### config.mk
export PLATFORM = sky130hd
export DESIGN_NAME = avalon_ram_arbiter
export DESIGN_NICKNAME = d
export VERILOG_FILES = /design/src/rtl/avalon_ram_arbiter.sv
export SDC_FILE = /design/constraint.sdc
export NUM_CORES = 1
export LEC_CHECK = 0
export BUFFER_PORTS_ARGS = -buffer_cell sky130_fd_sc_hd__buf_2
export CAP_MARGIN = 20
export CORE_MARGIN = 8
export CORE_UTILIZATION = 47
export CTS_CLUSTER_SIZE = 40
export DETAILED_ROUTE_END_ITERATION = 10
export GPL_ROUTABILITY_DRIVEN = 0
export HOLD_SLACK_MARGIN = 0.12
export MAX_ROUTING_LAYER = met4
export PLACE_DENSITY = 0.8
export SYNTH_ARGS = -nofsm -noshare
export SYNTH_HDL_FRONTEND = slang
export SYNTH_SLANG_ARGS = --single-unit
### constraint.sdc
create_clock -name clk -period 2.6 [get_ports clk]
set_clock_uncertainty 0.1 [all_clocks]
set_input_delay 0.26 -clock clk [delete_from_list [all_inputs] [get_ports clk]]
set_output_delay 0.26 -clock clk [all_outputs]
set_load 0.005 [all_outputs]
### src/rtl/avalon_ram_arbiter.sv
// Two-master round-robin arbiter onto a single Avalon-MM slave port, with a
// registered slave command, a forced idle gap between transfers and a stall watchdog.
module avalon_ram_arbiter #(
  parameter int unsigned TIMEOUT  = 16,
  parameter logic [31:0] ERR_DATA = 32'hDEADBEEF
) (
  input  logic        clk,
  input  logic        reset,
  input  logic [31:0] m0_address,
  input  logic        m0_read,
  input  logic        m0_write,
  input  logic [3:0]  m0_byteenable,
  input  logic [31:0] m0_writedata,
  output logic        m0_waitrequest,
  output logic [31:0] m0_readdata,
  input  logic [31:0] m1_address,
  input  logic        m1_read,
  input  logic        m1_write,
  input  logic [3:0]  m1_byteenable,
  input  logic [31:0] m1_writedata,
  output logic        m1_waitrequest,
  output logic [31:0] m1_readdata,
  output logic [31:0] s_address,
  output logic [3:0]  s_byteenable,
  output logic [31:0] s_writedata,
  output logic        s_read,
  output logic        s_write,
  input  logic        s_waitrequest,
  input  logic [31:0] s_readdata,
  output logic [1:0]  grant,
  output logic        bus_error
);

  typedef enum logic [1:0] {
    ST_IDLE  = 2'd0,
    ST_ISSUE = 2'd1,
    ST_WAIT  = 2'd2,
    ST_GAP   = 2'd3
  } state_t;

  localparam logic [15:0] TO_LAST = 16'(TIMEOUT - 1);

  state_t      state;
  state_t      state_nxt;
  logic        last;
  logic [15:0] cnt;
  logic [31:0] hold0;
  logic [31:0] hold1;

  logic        req0;
  logic        req1;
  logic        req_any;
  logic        pick1;
  logic        wr_sel;
  logic        timeout_hit;
  logic        done;
  logic        abort;
  logic [31:0] rd_val;

  assign req0        = m0_read | m0_write;
  assign req1        = m1_read | m1_write;
  assign req_any     = req0 | req1;
  // m1 wins when alone, or on contention when m0 held the previous grant
  assign pick1       = req1 & (~req0 | ~last);
  assign wr_sel      = pick1 ? m1_write : m0_write;
  assign timeout_hit = (cnt == TO_LAST);
  assign done        = (state == ST_WAIT) & (~s_waitrequest | timeout_hit);
  assign abort       = (state == ST_WAIT) & s_waitrequest & timeout_hit;
  assign rd_val      = abort ? ERR_DATA : s_readdata;

  assign m0_waitrequest = req0 & ~(done & grant[0]);
  assign m1_waitrequest = req1 & ~(done & grant[1]);
  assign m0_readdata    = (done & s_read & grant[0]) ? rd_val : hold0;
  assign m1_readdata    = (done & s_read & grant[1]) ? rd_val : hold1;

  always_comb begin
    state_nxt = state;
    case (state)
      ST_IDLE: begin
        if (req_any) state_nxt = ST_ISSUE;
        else         state_nxt = ST_IDLE;
      end
      ST_ISSUE: state_nxt = ST_WAIT;
      ST_WAIT: begin
        if (done) state_nxt = ST_GAP;
        else      state_nxt = ST_WAIT;
      end
      ST_GAP:  state_nxt = ST_IDLE;
      default: state_nxt = ST_IDLE;
    endcase
  end

  always_ff @(posedge clk) begin
    if (reset) begin
      state        <= ST_IDLE;
      last         <= 1'b1;
      cnt          <= 16'd0;
      hold0        <= 32'd0;
      hold1        <= 32'd0;
      s_address    <= 32'd0;
      s_byteenable <= 4'd0;
      s_writedata  <= 32'd0;
      s_read       <= 1'b0;
      s_write      <= 1'b0;
      grant        <= 2'b00;
      bus_error    <= 1'b0;
    end else begin
      state <= state_nxt;
      case (state)
        ST_IDLE: begin
          if (req_any) begin
            s_address    <= pick1 ? m1_address    : m0_address;
            s_byteenable <= pick1 ? m1_byteenable : m0_byteenable;
            s_writedata  <= pick1 ? m1_writedata  : m0_writedata;
            s_read       <= ~wr_sel;
            s_write      <= wr_sel;
            grant        <= pick1 ? 2'b10 : 2'b01;
            last         <= pick1;
          end
        end
        ST_ISSUE: cnt <= 16'd0;
        ST_WAIT: begin
          if (done) begin
            s_read  <= 1'b0;
            s_write <= 1'b0;
            grant   <= 2'b00;
            if (abort) bus_error <= 1'b1;
            if (s_read && grant[0]) hold0 <= rd_val;
            if (s_read && grant[1]) hold1 <= rd_val;
          end else if (cnt != 16'hFFFF) begin
            cnt <= cnt + 16'd1;
          end
        end
        default: ;
      endcase
    end
  end

endmodule

After elaboration in Yosys (flattened, before gate mapping)
Cells that the tools add are included.
{ "classes": {"muxes": 22, "n_eq_ne": 9, "addsub": 1, "n_reduce_logical": 11, "bitwise": 22} }
{ "op_table": {"columns": ["cell", "n"], "rows": [
  ["two-way mux 32 bit", 5],
  ["two-way mux 16 bit", 2],
  ["case mux 16 bit (2 select lines)", 1],
  ["adder 16 x 1 -> 16 bit, second input constant", 1],
  ["equality test 16 x 4 -> 1 bit, second input constant", 1],
  ["inequality test 16 bit, second input constant", 1],
  ["AND reduction 3 bit", 5],
  ["AND 1 bit", 11],
  ["case mux 2 bit (4 select lines)", 1],
  ["two-way mux 1 bit", 6],
  ["two-way mux 2 bit", 3],
  ["inequality test 2 bit, second input constant", 3],
  ["inverter 1 bit", 6],
  ["OR 1 bit", 5],
  ["equality test 2 bit, second input constant", 2],
  ["two-way mux 4 bit", 1],
  ["case mux 1 bit (2 select lines)", 2],
  ["case mux 2 bit (2 select lines)", 1],
  ["nonzero test 2 bit", 2],
  ["equality test 2 x 1 -> 1 bit, second input constant", 1],
  ["logical AND 1 bit", 2],
  ["zero test 2 bit", 1],
  ["inequality test 2 x 1 -> 1 bit, second input constant", 1],
  ["AND reduction 2 bit", 1]
]} }
{ "word_totals": {"in_bits": 175, "elab_cells": 77, "out_inout_bits": 139, "reg_bits": 156} }

Longest topological paths before layout
{ "depth": {"depth_word": 8, "ltp_mapped": 8, "ltp_nobuf": 7} }

Least setup slack after synthesis
No wires, ideal clock.
{ "synth_path": {"path_kind": "reg-to-output", "start": "register cnt[0]", "end": "output m1_readdata[10]", "path_buffers": 1, "t_required_ns": 2.240, "slack_ns": 0.578, "arrival_time_ns": 1.662, "path_stages_with_launch": 7, "path_cell_list": "dfxtp_1 -> ha_1 -> and3_1 -> nand4_4 -> a21oi_2 -> clkbuf_1 -> a21oi_1"} }
{ "synth_between": {"elab_chain_len": 6, "word_cells_on_any_way": 8, "cone_classes": "1 x eq/ne; 2 x mux; 5 x bitwise"} }
{ "synth_lines": {"columns": ["element", "line_no", "source"], "rows": [
  ["start, declared", "46", "logic [15:0] cnt;"],
  ["start signal, assigned", "131", "cnt <= cnt + 16'd1;"],
  ["equality test 16 x 4 -> 1 bit *", "66", "assign timeout_hit = (cnt == TO_LAST);"],
  ["OR 1 bit", "67", "assign done = (state == ST_WAIT) & (~s_waitrequest | timeout_hit);"],
  ["AND 1 bit", "67", null],
  ["AND 1 bit (2 in a row)", "74", "assign m1_readdata = (done & s_read & grant[1]) ? rd_val : hold1;"],
  ["two-way mux 32 bit *", "74", null],
  ["end, declared", "22", "output logic [31:0] m1_readdata,"]
]} }
Mark *: on every way between the ends. The rest lies on a longest branch, timed or not.

Worst setup path in the final report
{ "layout_path": {"start": "register cnt[13]", "end": "output m1_readdata[0]"} }
Same word-level chain as after synthesis.

==> flow_metrics.py <==
metrics = {
    "run_status": {
        "status": "complete, but fails checks",
        "violations": "negative setup slack",
    },
    "floorplan": {
        "die_area_sq_mm": 0.0190,
        "die_w_um": 138,
        "num_rows": 44,
        "coreArea_sq_mm": 0.0145,
        "ioPinCount": 314,
        "fp.dieH_um": 138,
        "start_util_pct": 48.1,
    },
    "global_routing": {
        "grt_max_degree": 98,
        "grt_pass1_vias": 8348,
        "grt-ovfl-total": 0,
        "grt_antenna_before_repair": 1,
        "grt_first_pass_wirelength_mm": 44.5,
        "track_usage_pct": 30.8,
    },
    "logic_synthesis": {
        "syn_area_sq_mm": 0.00699,
        "syn_inst": 811,
        "synth_edf_count": 0,
        "ys_types": 47,
        "yosysWarnings": 0,
        "syn_nets": 990,
        "synth_ff_type": "dfxtp_1",
        "async_flop_share_pct": 0,
        "syn_area_per_cell_sq_um": 8.62,
        "synth_seq_cells": 156,
        "seq_area_frac_synth_pct": 44.7,
    },
    "power_and_ir_drop": {
        "ir_worst_vdd_v": 0.000485,
        "p_leak_nw": 5.20,
        "power_w": 0.00740,
        "power_density_mw_per_mm2": 671,
    },
    "finish": {
        "drive_gt1_share_pct": 35.2,
        "multiInputGateArea_sq_mm": 0.00371,
        "syn2layout_area_growth_pct": 57.7,
        "fin_util_pct": 75.9,
        "fillers": 929,
        "num-nets-final": 1410,
        "regArea_sq_mm": 0.00313,
        "fin_cells": 1429,
    },
    "worst_setup_path": {
        "r2r_cells": 6,
        "critPathCaptureType": "primary output",
        "required_ns": 2.24,
        "arrival_ns": 2.32,
        "reg2reg_slack_ns": 0.14,
        "worstReg2RegEnd": "s_address[5]",
        "startpoint_type": "flop",
        "critical_path.startpoint": "cnt[13]",
        "cp_max_fo": 25,
        "critPathKind": "reg2out",
        "r2r-start": "last",
        "crit_end": "m1_readdata[0]",
    },
    "place": {
        "dpl_worst_slack_ns": 0.222,
        "dp_hpwl_mm": 16.8,
        "io_buffers": 313,
        "dp.cells": 1261,
    },
    "hold_path": {
        "hold_class": "in2reg",
    },
    "timing": {
        "fin_crit_ns": 2.68,
        "max_freq_mhz": 373,
        "rsz0062_at_grt": "true",
        "fin_ws_ns": -0.0832,
        "worstMarginPinSlew_ns": 0.692,
        "hold_violations": 0,
        "setup_viol": 18,
        "fin_crit_sh_pct": 103,
        "slew_headroom_pct": 53.7,
        "slew_viol_final": 0,
    },
    "run": {
        "drv_cap": 0,
    },
    "detailed_routing": {
        "drc": 0,
        "ant_nets": 0,
        "vias_per_cell": 5.83,
        "wl_per_cell_um": 21.2,
        "drt_iter0_drc": 644,
        "firstDrtPassIters": 5,
        "vias": 8330,
        "wl_mm": 30.2,
    },
    "clocking": {
        "htree_levels": 4,
        "root_buffer": "clkbuf_16",
        "clkSinkCount": 156,
        "cts_tree": "built",
        "clk_pin_slew_ns": 0.06,
        "cts_buffers": 17,
        "cts.path.max_buffers": 2,
        "clk_latency_ns": 0.43,
    },
}
-- synthesized netlist by cell type, drive strengths merged, types with 3 or more instances --
| master | number | area [sq um] |
|---|---|---|
| nor2b | 4 | 25.0 |
| or3 | 5 | 31.3 |
| dfxtp | 156 | 3120 |
| nand3 | 10 | 50.1 |
| buf | 23 | 121 |
| clkbuf | 43 | 161 |
| nand4 | 6 | 52.6 |
| a21oi | 80 | 415 |
| o31ai | 3 | 22.5 |
| nor4 | 3 | 63.8 |
| nand2 | 58 | 218 |
| a21o | 4 | 30.0 |
| a31oi | 7 | 43.8 |
| mux2i | 69 | 691 |
| inv | 7 | 26.3 |
| nor2 | 156 | 593 |
| a21boi | 9 | 67.6 |
| nor3 | 8 | 40.0 |
| o211ai | 3 | 27.5 |
| o21ai | 8 | 40.0 |
| ha | 4 | 50.1 |
| a211oi | 119 | 893 |
-- placed cells by master, fill, tap and decap left out, types with 19 or more instances in the layout --
cell | Yosys | layout
nor2_1 | 155 | 149
a211oi_1 | 119 | 119
a21oi_1 | 78 | 73
mux2i_1 | 69 | 69
dfxtp_1 | 156 | 152
buf_4 | 3 | 20
buf_2 | 19 | 309
clkbuf_16 | 0 | 19
dlygate4sd3_1 | 0 | 109
nand2_1 | 58 | 42
-- registers in the layout, indices dropped and copies added (netlist names), 2 cells and up --
name / flops
cnt: 16
grant: 2
hold0: 32
hold1: 32
s_address: 32
s_byteenable: 4
s_writedata: 32
state: 2
-- worst min-delay path by stage --
stage | start | endpoint | slack [ns] | cells after the start
3_3_place_gp | hold1[20] | hold1[20] | 0.35 | 2
2_1_floorplan | hold0[14] | hold0[14] | 0.34 | 2
5_1_grt | m0_address[26] | s_address[26] | 0.12 | 3
4_1_cts | m0_address[27] | s_address[27] | 0.12 | 3
3_5_place_dp | hold1[8] | hold1[8] | 0.36 | 2
6_report | m1_writedata[28] | s_writedata[28] | 0.11 | 3
-- power breakdown --
part           leakage (nW)  switching, W  total, W  internal, W
registers              1.28      0.000177   0.00285      0.00267
clock network         0.289       0.00101   0.00249      0.00147
logic                  3.63       0.00115   0.00206     0.000915
-- final cells by class --
type	count	area share, %
multi-input combinational	582	33.6
timing repair buffer	467	30.2
sequential	156	28.4
clock buffer	24	4.64
tap	184	2.09
clock inverter	8	0.738
inverter	7	0.238
antenna	1	0.0227
-- cells by family (layout without fill, tap and decap cells) --
logic type | count (synthesis) | after routing | share of synthesized area (%)
buf+inv | 73 | 506 | 4.42
simple gates | 262 | 262 | 16.6
compound gates | 247 | 247 | 23.7
other cells | 0 | 1 | 0
mux | 69 | 69 | 9.88
flops | 156 | 156 | 44.7
fa+ha+maj | 4 | 4 | 0.716
-- per-stage QoR --
stage,area (sq um),setup TNS (ns),hold WS (ns)
2_1_floorplan,6990,0,0.344
3_3_place_gp,8770,0,0.350
3_5_place_dp,8770,0,0.358
4_1_cts,10800,-1.06,0.120
5_1_grt,11000,-5.80,0.123
6_report,11000,-0.592,0.109
-- critical path, cell delays in order (launching register included) --
cell and delay [ns]:
dfxtp_1 0.36, nor4_4 0.38, nand4_4 0.20, buf_6 0.18
nor2_4 0.11, buf_12 0.18, nor2_1 0.12, a21oi_1 0.20
buf_2 0.16
-- metal layers --
layer | GRT usage, % | wire (um) | up-vias
met5 | - | 0 | -
met4 | 21.0 | 2200 | 0
met3 | 6.63 | 2490 | 136
met2 | 49.9 | 14700 | 524
met1 | 33.5 | 10800 | 3878
li1 | - | - | 3792
-- repair_timing --
action	CTS	global route
cloned	7	3
gates resized for setup	26	48
hold buffers	109	0
endpoints found under the setup margin	64	66
hold endpoints to repair	74	0
pin swaps	4	13
setup buffers	10	9
No activity file was read; power rests on OpenSTA's default activity.
